File: config.mk
export PLATFORM = sky130hd
export DESIGN_NAME = rtc_timekeeper_flat
export DESIGN_NICKNAME = d
export VERILOG_FILES = /design/src/rtl/rtc_timekeeper_if.sv /design/src/rtl/rtc_timekeeper.sv /design/src/flat_wrapper.sv
export SDC_FILE = /design/constraint.sdc
export NUM_CORES = 1
export LEC_CHECK = 0
export CAP_MARGIN = 10
export CORE_MARGIN = 4
export CORE_UTILIZATION = 63
export CTS_CLUSTER_DIAMETER = 60
export CTS_CLUSTER_SIZE = 28
export DETAILED_ROUTE_END_ITERATION = 16
export PLACE_DENSITY = 0.88
export SLEW_MARGIN = 20
export SYNTH_ARGS = -nofsm -noshare
export SYNTH_HDL_FRONTEND = slang
export SYNTH_SLANG_ARGS = --single-unit
File: constraint.sdc
create_clock -name clk -period 12.6 [get_ports clk]
set_input_delay 1.26 -clock clk [delete_from_list [all_inputs] [get_ports clk]]
set_output_delay 1.26 -clock clk [all_outputs]
set_load 0.005 [all_outputs]
File: src/rtl/rtc_timekeeper_if.sv
// Control, load and display signals of the real-time clock, grouped for rtc_timekeeper.
// master drives the requests; slave (the timekeeper) drives the time display and pulses.
interface rtc_timekeeper_if;
   logic       ena;
   logic       mode24;
   logic       load;
   logic [7:0] ld_hh, ld_mm, ld_ss;
   logic       ld_pm;
   logic       alarm_set;
   logic [7:0] al_hh, al_mm;
   logic       al_pm;
   logic       alarm_arm;
   logic [7:0] hh, mm, ss;
   logic       pm;
   logic       sec_pulse;
   logic       day_wrap;
   logic       load_err;
   logic       alarm_hit;

   modport master (
      output ena, mode24, load, ld_hh, ld_mm, ld_ss, ld_pm,
             alarm_set, al_hh, al_mm, al_pm, alarm_arm,
      input  hh, mm, ss, pm, sec_pulse, day_wrap, load_err, alarm_hit
   );
   modport slave (
      input  ena, mode24, load, ld_hh, ld_mm, ld_ss, ld_pm,
             alarm_set, al_hh, al_mm, al_pm, alarm_arm,
      output hh, mm, ss, pm, sec_pulse, day_wrap, load_err, alarm_hit
   );
endinterface

File: src/rtl/rtc_timekeeper.sv
// Binary hh:mm:ss timekeeper with prescaler, BCD load and 12/24-hour display.
// Alarm storage and matching exist only when RTC_TIMEKEEPER_ALARM_EN is defined.
module rtc_timekeeper #(
   parameter int unsigned TICK_DIV = 50000000
) (
   input  logic           clk,
   input  logic           reset,
   rtc_timekeeper_if.slave bus
);
   localparam logic [31:0] LAST = 32'(TICK_DIV - 1);

   function automatic logic nib_ok(input logic [7:0] b);
      return (b[7:4] <= 4'd9) && (b[3:0] <= 4'd9);
   endfunction

   function automatic logic [5:0] bcd2bin(input logic [7:0] b);
      return 6'(b[7:4]) * 6'd10 + 6'(b[3:0]);
   endfunction

   function automatic logic hour_ok(input logic [7:0] b, input logic m24);
      return nib_ok(b) && (m24 ? (b <= 8'h23) : (b >= 8'h01 && b <= 8'h12));
   endfunction

   function automatic logic min_ok(input logic [7:0] b);
      return nib_ok(b) && (b <= 8'h59);
   endfunction

   // 12-hour entry: 12 am is hour 0, 12 pm is hour 12, other pm hours add 12
   function automatic logic [4:0] hour_in(input logic [7:0] b, input logic pm, input logic m24);
      logic [4:0] h;
      h = 5'(bcd2bin(b));
      if (m24) return h;
      if (h == 5'd12) return pm ? 5'd12 : 5'd0;
      return pm ? h + 5'd12 : h;
   endfunction

   function automatic logic [7:0] bin2bcd(input logic [5:0] v);
      logic [3:0] t;
      logic [5:0] r;
      t = 4'd0;
      r = v;
      for (int i = 0; i < 5; i++) begin
         if (r >= 6'd10) begin
            r = r - 6'd10;
            t = t + 4'd1;
         end
      end
      return {t, 4'(r)};
   endfunction

   logic [31:0] cnt_q, cnt_d;
   logic [4:0]  hr_q, hr_d, hr_i, h12;
   logic [5:0]  min_q, min_d, min_i;
   logic [5:0]  sec_q, sec_d, sec_i;
   logic        sec_pulse_q, sec_pulse_d;
   logic        day_wrap_q, day_wrap_d;
   logic        load_err_q, load_err_d;
   logic        tick, ld_ok, ld_acc, adv, al_err;

   always_comb begin
      tick   = bus.ena && (cnt_q == LAST);
      ld_ok  = hour_ok(bus.ld_hh, bus.mode24) && min_ok(bus.ld_mm) && min_ok(bus.ld_ss);
      ld_acc = bus.load && ld_ok;
      adv    = tick && !ld_acc;

      sec_i = (sec_q == 6'd59) ? 6'd0 : sec_q + 6'd1;
      min_i = min_q;
      hr_i  = hr_q;
      if (sec_q == 6'd59) begin
         min_i = (min_q == 6'd59) ? 6'd0 : min_q + 6'd1;
         if (min_q == 6'd59) hr_i = (hr_q == 5'd23) ? 5'd0 : hr_q + 5'd1;
      end

      cnt_d = cnt_q;
      hr_d  = hr_q;
      min_d = min_q;
      sec_d = sec_q;
      if (bus.ena) cnt_d = tick ? 32'd0 : cnt_q + 32'd1;
      // a valid load wins over a same-cycle tick and restarts the second
      if (ld_acc) begin
         hr_d  = hour_in(bus.ld_hh, bus.ld_pm, bus.mode24);
         min_d = bcd2bin(bus.ld_mm);
         sec_d = bcd2bin(bus.ld_ss);
         cnt_d = 32'd0;
      end else if (adv) begin
         hr_d  = hr_i;
         min_d = min_i;
         sec_d = sec_i;
      end

      sec_pulse_d = adv;
      day_wrap_d  = adv && (hr_q == 5'd23) && (min_q == 6'd59) && (sec_q == 6'd59);
      load_err_d  = (bus.load && !ld_ok) || al_err;
   end

   always_ff @(posedge clk) begin
      if (reset) begin
         cnt_q       <= '0;
         hr_q        <= '0;
         min_q       <= '0;
         sec_q       <= '0;
         sec_pulse_q <= 1'b0;
         day_wrap_q  <= 1'b0;
         load_err_q  <= 1'b0;
      end else begin
         cnt_q       <= cnt_d;
         hr_q        <= hr_d;
         min_q       <= min_d;
         sec_q       <= sec_d;
         sec_pulse_q <= sec_pulse_d;
         day_wrap_q  <= day_wrap_d;
         load_err_q  <= load_err_d;
      end
   end

`ifdef RTC_TIMEKEEPER_ALARM_EN
   logic [4:0] al_hr_q, al_hr_d;
   logic [5:0] al_min_q, al_min_d;
   logic       alarm_hit_q, alarm_hit_d;
   logic       al_ok;

   always_comb begin
      al_ok    = hour_ok(bus.al_hh, bus.mode24) && min_ok(bus.al_mm);
      al_err   = bus.alarm_set && !al_ok;
      al_hr_d  = al_hr_q;
      al_min_d = al_min_q;
      if (bus.alarm_set && al_ok) begin
         al_hr_d  = hour_in(bus.al_hh, bus.al_pm, bus.mode24);
         al_min_d = bcd2bin(bus.al_mm);
      end
      // only a tick can fire the alarm; landing on the time via load does not
      alarm_hit_d = adv && bus.alarm_arm && (hr_i == al_hr_q) &&
                    (min_i == al_min_q) && (sec_i == 6'd0);
   end

   always_ff @(posedge clk) begin
      if (reset) begin
         al_hr_q     <= '0;
         al_min_q    <= '0;
         alarm_hit_q <= 1'b0;
      end else begin
         al_hr_q     <= al_hr_d;
         al_min_q    <= al_min_d;
         alarm_hit_q <= alarm_hit_d;
      end
   end

   assign bus.alarm_hit = alarm_hit_q;
`else
   assign al_err        = 1'b0;
   assign bus.alarm_hit = 1'b0;
`endif

   always_comb begin
      h12 = hr_q;
      if (hr_q == 5'd0)       h12 = 5'd12;
      else if (hr_q > 5'd12)  h12 = hr_q - 5'd12;
   end

   assign bus.hh        = bin2bcd({1'b0, bus.mode24 ? hr_q : h12});
   assign bus.mm        = bin2bcd(min_q);
   assign bus.ss        = bin2bcd(sec_q);
   assign bus.pm        = !bus.mode24 && (hr_q >= 5'd12);
   assign bus.sec_pulse = sec_pulse_q;
   assign bus.day_wrap  = day_wrap_q;
   assign bus.load_err  = load_err_q;
endmodule

File: src/flat_wrapper.sv
// flat-port wrapper written by rule: the top's interface ports become plain ports
module rtc_timekeeper_flat 
#(
   parameter int unsigned TICK_DIV = 50000000
)
  (clk, reset, bus_ena, bus_mode24, bus_load, bus_ld_hh, bus_ld_mm, bus_ld_ss, bus_ld_pm, bus_alarm_set, bus_al_hh, bus_al_mm, bus_al_pm, bus_alarm_arm, bus_hh, bus_mm, bus_ss, bus_pm, bus_sec_pulse, bus_day_wrap, bus_load_err, bus_alarm_hit);
  rtc_timekeeper_if bus_i ();
  input  logic clk;
  input  logic reset;
  input wire logic [$bits(bus_i.ena)-1:0] bus_ena;
  input wire logic [$bits(bus_i.mode24)-1:0] bus_mode24;
  input wire logic [$bits(bus_i.load)-1:0] bus_load;
  input wire logic [$bits(bus_i.ld_hh)-1:0] bus_ld_hh;
  input wire logic [$bits(bus_i.ld_mm)-1:0] bus_ld_mm;
  input wire logic [$bits(bus_i.ld_ss)-1:0] bus_ld_ss;
  input wire logic [$bits(bus_i.ld_pm)-1:0] bus_ld_pm;
  input wire logic [$bits(bus_i.alarm_set)-1:0] bus_alarm_set;
  input wire logic [$bits(bus_i.al_hh)-1:0] bus_al_hh;
  input wire logic [$bits(bus_i.al_mm)-1:0] bus_al_mm;
  input wire logic [$bits(bus_i.al_pm)-1:0] bus_al_pm;
  input wire logic [$bits(bus_i.alarm_arm)-1:0] bus_alarm_arm;
  output wire logic [$bits(bus_i.hh)-1:0] bus_hh;
  output wire logic [$bits(bus_i.mm)-1:0] bus_mm;
  output wire logic [$bits(bus_i.ss)-1:0] bus_ss;
  output wire logic [$bits(bus_i.pm)-1:0] bus_pm;
  output wire logic [$bits(bus_i.sec_pulse)-1:0] bus_sec_pulse;
  output wire logic [$bits(bus_i.day_wrap)-1:0] bus_day_wrap;
  output wire logic [$bits(bus_i.load_err)-1:0] bus_load_err;
  output wire logic [$bits(bus_i.alarm_hit)-1:0] bus_alarm_hit;
  assign bus_i.ena = bus_ena;
  assign bus_i.mode24 = bus_mode24;
  assign bus_i.load = bus_load;
  assign bus_i.ld_hh = bus_ld_hh;
  assign bus_i.ld_mm = bus_ld_mm;
  assign bus_i.ld_ss = bus_ld_ss;
  assign bus_i.ld_pm = bus_ld_pm;
  assign bus_i.alarm_set = bus_alarm_set;
  assign bus_i.al_hh = bus_al_hh;
  assign bus_i.al_mm = bus_al_mm;
  assign bus_i.al_pm = bus_al_pm;
  assign bus_i.alarm_arm = bus_alarm_arm;
  assign bus_hh = bus_i.hh;
  assign bus_mm = bus_i.mm;
  assign bus_ss = bus_i.ss;
  assign bus_pm = bus_i.pm;
  assign bus_sec_pulse = bus_i.sec_pulse;
  assign bus_day_wrap = bus_i.day_wrap;
  assign bus_load_err = bus_i.load_err;
  assign bus_alarm_hit = bus_i.alarm_hit;
  rtc_timekeeper #(.TICK_DIV(TICK_DIV)) u_core (.clk(clk), .reset(reset), .bus(bus_i));
endmodule
# After elaboration in Yosys (flattened, before gate mapping)

Index checks and enable logic that the tools add are counted.

Flip-flop bits (word level): 52
Bits in latches: 0
Memory bits (writable): 0
Memory bits (read-only): 0
Input bits: 49
Output and inout bits: 29
Word-level logic and storage cells: 164
Memories: 0

$add $sub $neg: 36
$mul: 3
Divide/modulo/power cells: 0
$lt $le $gt $ge: 28
Equal/unequal tests: 5
Shift operators: 0
Mux-type cells: 58
Bitwise operators: 0
Reduce and logical (&&, ||, !) cells: 27

Operator list:

| operator                                                           | number |
|---|---|
| 2-to-1 mux 6 bit                                                   | 19 |
| greater-or-equal comparator 6 x 4 -> 1 bit (second input constant) | 14 |
| subtractor 6 x 4 -> 6 bit (second input constant)                  | 11 |
| 2-to-1 mux 5 bit                                                   | 13 |
| 2-to-1 mux 4 bit                                                   | 16 |
| adder 4 x 1 -> 4 bit (second input constant)                       | 9 |
| adder 32 x 1 -> 32 bit (second input constant)                     | 1 |
| == test 32 x 26 -> 1 bit (second input constant)                   | 1 |
| 2-to-1 mux 32 bit                                                  | 1 |
| <= comparator 4 bit (second input constant)                        | 6 |
| logical AND 1 bit                                                  | 17 |
| <= comparator 8 x 7 -> 1 bit (second input constant)               | 2 |
| adder 6 x 1 -> 6 bit (second input constant)                       | 2 |
| adder 6 x 4 -> 6 bit                                               | 2 |
| == test 6 bit (second input constant)                              | 2 |
| subtractor 4 bit (second input constant)                           | 3 |
| greater-or-equal comparator 5 x 4 -> 1 bit (second input constant) | 2 |
| multiplier 4 x 3 -> 5 bit (second input constant)                  | 2 |
| 2-to-1 mux 1 bit                                                   | 9 |
| greater-or-equal comparator 8 x 1 -> 1 bit (second input constant) | 1 |
| <= comparator 8 x 5 -> 1 bit (second input constant)               | 1 |
| <= comparator 8 x 6 -> 1 bit (second input constant)               | 1 |
| adder 1 x 1 -> 2 bit (second input constant)                       | 3 |
| nonzero test 2 bit                                                 | 3 |
| 14 further kinds                                                   | 16 |

# Logic depth before layout (Yosys ltp)

Word-level depth: 14
Depth in mapped cells: 33
Mapped depth without buffers: 31

# Worst setup path after synthesis

No wires, ideal clock.

Path kind: input-to-output
Start: in bus_mode24
End: out bus_hh[3]
Arrival: 6.103 ns
Required time: 11.340 ns
Path slack: 5.237 ns
Stages on the path: 25
Path buffers: 2
Path through: buf_2 > nor3_1 > nor2_1 > ha_1 > nor2b_1 > nor2_1 > a211o_1 > nand3_1 > a211o_1 > a31oi_1 > nor2_1 > ha_1 > nor2b_1 > nand4_1 > nand2_1 > o2111ai_1 > o211ai_1 > or2_1 > buf_6 > xnor2_1 > ha_1 > mux2_2 > ha_1 > or3_1 > nand3_1

Word-level cells in the longest chain between the ends: 11
Elaborated cells on any way between the ends: 16
Classes of those cells: add/sub (5); order compare (5); mux (6)

Ends and longest elaborated chain:

| element                                                                                        | RTL line                                   | RTL |
|---|---|---|
| start, declared                                                                                | flat_wrapper.sv:11                         | `input wire logic [$bits(bus_i.mode24)-1:0] bus_mode24;` |
| 2-to-1 mux 5 bit (*)                                                                           | rtc_timekeeper.sv:160                      | `assign bus.hh = bin2bcd({1'b0, bus.mode24 ? hr_q : h12});` |
| subtractor 5 x 4 -> 6 bit / greater-or-equal comparator 5 x 4 -> 1 bit (equally long branches) | rtc_timekeeper.sv:44, rtc_timekeeper.sv:43 |  |
| 2-to-1 mux 6 bit (*)                                                                           | rtc_timekeeper.sv:43                       | `if (r >= 6'd10) begin` |
| subtractor 6 x 4 -> 6 bit / greater-or-equal comparator 6 x 4 -> 1 bit (equally long branches) | rtc_timekeeper.sv:44, rtc_timekeeper.sv:43 |  |
| 2-to-1 mux 6 bit (*)                                                                           | rtc_timekeeper.sv:43                       |  |
| subtractor 6 x 4 -> 6 bit / greater-or-equal comparator 6 x 4 -> 1 bit (equally long branches) | rtc_timekeeper.sv:44, rtc_timekeeper.sv:43 |  |
| 2-to-1 mux 6 bit (*)                                                                           | rtc_timekeeper.sv:43                       |  |
| subtractor 6 x 4 -> 6 bit / greater-or-equal comparator 6 x 4 -> 1 bit (equally long branches) | rtc_timekeeper.sv:44, rtc_timekeeper.sv:43 |  |
| 2-to-1 mux 6 bit (*)                                                                           | rtc_timekeeper.sv:43                       |  |
| greater-or-equal comparator 6 x 4 -> 1 bit / subtractor 4 bit (equally long branches)          | rtc_timekeeper.sv:43, rtc_timekeeper.sv:44 |  |
| 2-to-1 mux 4 bit (*)                                                                           | rtc_timekeeper.sv:43                       |  |
| end, declared                                                                                  | flat_wrapper.sv:22                         | `output wire logic [$bits(bus_i.hh)-1:0] bus_hh;` |

Mark *: on every way between the ends. The rest lies on a longest branch, timed or not.

# Worst setup path in the final report

Ends and elaborated chain as after synthesis.

==> flow_summary.toml <==
[power_and_ir_drop]
power.leakage_uw = 0.00306
pwr_density_cell_mw_per_mm2 = 58.4
peak_supply_drop_v = 0.0000660
share_seq_of_total_power = 0.364
clock_power_share = 0.386
pwr_total_uw = 456
part_of_the_total_power_dissipated_in_combinational_logic = 0.250
p_int_uw = 337
switching_share = 0.261
netSwitchingPower_uw = 119

[sta]
period_utilization_post_route = 0.736
max_freq_mhz = 108
final_critical_period_ns = 9.27
report.final.hold_viol_count = 0
setup_viol = 0
finalMaxSlewViolations = 0
hold_ws_ns = 0.498
setup-tns-final_ns = 0
finalWorstSetupSlack_ns = 3.33
worst-slew-pin-transition_ns = 0.980
rsz0062_at_grt = "no"
clock_skew_ns = 0.00573
slew-limit-headroom = 0.347

[global_routing]
maximum_number_of_pins_on_one_net_before_global_route_repair = 31
globalRouteOverflowTotal = 0
global_route_wire_length_before_repair_mm = 27.6
vias_in_the_first_global_route = 6217
initial_antenna_violation_count = 0
grtUsageTotal = 0.244

[synthesis]
xor_xnor_share_of_the_synthesized_area = 0.0914
ys_seq_elements = 52
mappedNetlistNets = 1045
synth_compound_area_frac = 0.258
synth.lib_cells_used.distinct = 110
postSynthCellCount = 930
synthesis.area_per_instance_um2 = 7.61
seq_area_frac_synth = 0.147
asyncSetResetFlopFracSynth = 0
synth_area_mm2 = 0.00708
yosys.area_share.adder = 0.120
yosys.area_share.simple = 0.286
yosysWarningCount = 0
synth-edff-count = 0
synth.area.mux_share = 0.0350
dominant_combinational_cell_family_by_area_after_synthesis = "simple AND/OR/NAND/NOR gates"
most_instantiated_flip_flop_cell_in_the_synthesis_netlist = "sky130_fd_sc_hd__dfxtp_1"

[min_path]
holdCritPathClass = "flip-flop to flip-flop"
worstHoldEndpoint = "u_core.cnt_q[1]"
worstHoldPathCells = 2
min_from = "u_core.cnt_q[1]"

[route]
router_iterations_before_antenna_repair = 5
viasPerCell = 6.14
routed_wl_mm = 15.7
initialDrtViolationCount = 447
post-route-drc-count = 0
avgRoutedWirePerCell_um = 14.3
detail-route-antenna-nets = 0
via_count = 6715

[worst_setup_path]
ff2ff_path_depth = 12
timing.rr.start = "u_core.cnt_q[0]"
worst_setup_path_end_kind = "primary output"
r2r_slack_ns = 9.57
critical_path.reg2reg.endpoint = "u_core.hr_q[4]"
critPathLaunchType = "input pin"
crit_type = "input pin to primary output"
critical_path_required_ns = 11.34
critical-path-slowest-cell = "sky130_fd_sc_hd__clkdlybuf4s50_1"
worst-endpoint-arrival_ns = 8.01
cp_common_cell = "sky130_fd_sc_hd__ha_1"
worstPathMaxFanout = 14
cp_slowest_stage_delay_ns = 0.63

[floorplan]
io_pins = 78
design.core.area_mm2 = 0.0109
starting_density_of_the_core = 0.647
die-height_um = 114
std_cell_rows = 38
dieWidth_um = 114
dieArea_mm2 = 0.0130

[cells_and_area]
diodes = 0
fillers = 903
finish.net_count = 1067
fraction_of_final_layout_cells_sized_beyond_drive_strength_1 = 0.0756
layout-area-overhead-vs-synth_pct = 10.2
fin_area_mm2 = 0.00780

[clock_tree]
clock_tree.root_cell = "sky130_fd_sc_hd__clkbuf_16"
cts_repair_resize_count = 0
clk_pin_slew_ns = 0.07
cts-buffers-inserted = 5
clock-sinks = 52
cts_tree = "built"
clockBufferDepth = 2
count_of_hold_buffers_inserted_by_post_cts_repair = 0
postCtsSetupBuffers = 0
clk-insertion-delay-late_ns = 0.29
h-tree-depth = 2

[placement]
gp_routability_congestion = 0.968
detailedPlace.worstSlack_ns = 3.43
port_buffers = 57
dp_hpwl_mm = 12.0
detailed_place.area_mm2 = 0.00761

[job]
drv_cap = 0

[run_status]
outcome = "finished, final reports clean"
==> logic make-up after synthesis <==
logic type	after synthesis
compound gates	243
mux	22
other cells	1
simple gates	372
fa+ha+maj	66
flops	52
buf+inv	101
xor+xnor	73
==> synthesized netlist by cell type, types with 5 or more instances <==
cell                        instances  area share
sky130_fd_sc_hd__or2_2              6      0.0053
sky130_fd_sc_hd__a21oi_1           51       0.036
sky130_fd_sc_hd__nand2b_1          13       0.011
sky130_fd_sc_hd__mux2i_1           10       0.014
sky130_fd_sc_hd__o31a_1             5      0.0062
sky130_fd_sc_hd__o21a_1             8      0.0085
sky130_fd_sc_hd__mux2_2             7       0.011
sky130_fd_sc_hd__a211o_1            8      0.0099
sky130_fd_sc_hd__o21ai_1            9      0.0064
sky130_fd_sc_hd__xnor2_1           44       0.054
sky130_fd_sc_hd__nand3_1           38       0.027
sky130_fd_sc_hd__o2111ai_1          5      0.0062
sky130_fd_sc_hd__o31ai_1            6      0.0064
sky130_fd_sc_hd__dfxtp_1           52        0.15
sky130_fd_sc_hd__xor2_1            28       0.035
sky130_fd_sc_hd__nor2b_1           15       0.013
sky130_fd_sc_hd__or2_1              5      0.0044
sky130_fd_sc_hd__ha_1              63        0.11
sky130_fd_sc_hd__and4_1             6      0.0074
sky130_fd_sc_hd__nand4_1           16       0.014
sky130_fd_sc_hd__nand3b_1           6      0.0064
sky130_fd_sc_hd__a211oi_1          13       0.014
sky130_fd_sc_hd__a21o_1            11       0.012
sky130_fd_sc_hd__nor3_1            21       0.015
sky130_fd_sc_hd__a311oi_1           5      0.0062
sky130_fd_sc_hd__nor4_1            10      0.0088
sky130_fd_sc_hd__and3_1            11      0.0097
sky130_fd_sc_hd__inv_1             56       0.030
sky130_fd_sc_hd__nor3b_1            7      0.0074
sky130_fd_sc_hd__and2_1            10      0.0088
sky130_fd_sc_hd__nand2_1           70       0.037
sky130_fd_sc_hd__o21ai_0           36       0.025
sky130_fd_sc_hd__clkbuf_1          20       0.011
sky130_fd_sc_hd__o211ai_1           9      0.0095
sky130_fd_sc_hd__nor2_1            95       0.050
sky130_fd_sc_hd__or3_1              9      0.0080
sky130_fd_sc_hd__a21boi_1           5      0.0053
sky130_fd_sc_hd__buf_4              9      0.0095
sky130_fd_sc_hd__buf_2             13      0.0092
==> worst max-delay path: cells and delay by family <==
kind,cells,cell delay [ns]
compound gates,8,2.30
simple gates,10,1.95
buf+inv,2,1.13
fa+ha+maj,3,0.75
mux,1,0.40
xor+xnor,1,0.22
==> state kept, by name (all words and copies together) (netlist names) <==
name                  flops
u_core.cnt_q             32
u_core.min_q              6
u_core.sec_q              6
u_core.hr_q               5
u_core.bus.day_wrap       1
u_core.bus.load_err       1
u_core.bus.sec_pulse      1
==> per-stage QoR <==
stage	utilization	instances
after floorplan	-	930
after global placement	0.696	1085
after detailed placement	0.696	1085
after CTS	0.713	1093
after global routing	0.713	1093
final	0.713	1093
==> cells in the final DEF, fill, tap and decap left out, drive strengths merged, types with 9 or more instances in the layout <==
master / count
and2: 10
xor2: 28
clkdlybuf4s50: 57
or2: 11
nand4: 17
nand2: 72
nor2: 99
nor2b: 15
and3: 11
inv: 58
a21o: 11
ha: 63
nand3: 38
a211oi: 14
nor4: 11
dfxtp: 52
mux2i: 12
o211ai: 10
or3: 9
a21oi: 52
o21ai: 49
nor3b: 9
xnor2: 45
nand2b: 14
mux2: 10
nor3: 23
==> cell type report <==
| type | instances | area [µm²] | area share |
|---|---|---|---|
| sequential | 52 | 1040 | 0.133 |
| clock inverter | 3 | 68.8 | 0.00882 |
| multi-input combinational | 777 | 5590 | 0.717 |
| timing repair buffer | 59 | 586 | 0.0751 |
| tap | 140 | 175 | 0.0225 |
| clock buffer | 5 | 125 | 0.0160 |
| inverter | 57 | 214 | 0.0274 |
==> power groups by stage <==
stage	registers [µW]	logic (µW)	clock network (µW)
2_1_floorplan	169	75.4	0
6_report	166	114	176
3_5_place_dp	170	114	0
4_1_cts	166	115	177
3_3_place_gp	170	110	0
5_1_grt	166	129	187
==> routing by layer <==
layer,global-route usage,share of wire,up-vias,wire [µm]
li1,-,-,3426,-
met1,0.336,0.48,3090,7500
met2,0.402,0.46,177,7170
met3,0.0419,0.051,22,801
met4,0.0483,0.012,0,192
met5,0,0,-,0
==> how the worst max path moves through the flow <==
stage / from / end / cells after the start
6_report: bus_mode24 / bus_hh[3] / 25
5_1_grt: bus_mode24 / bus_hh[3] / 26
4_1_cts: bus_mode24 / bus_hh[3] / 25
3_5_place_dp: bus_mode24 / bus_hh[3] / 25
3_3_place_gp: bus_mode24 / bus_hh[3] / 25
2_1_floorplan: bus_mode24 / bus_hh[3] / 25
No activity file was read; power rests on OpenSTA's default activity.
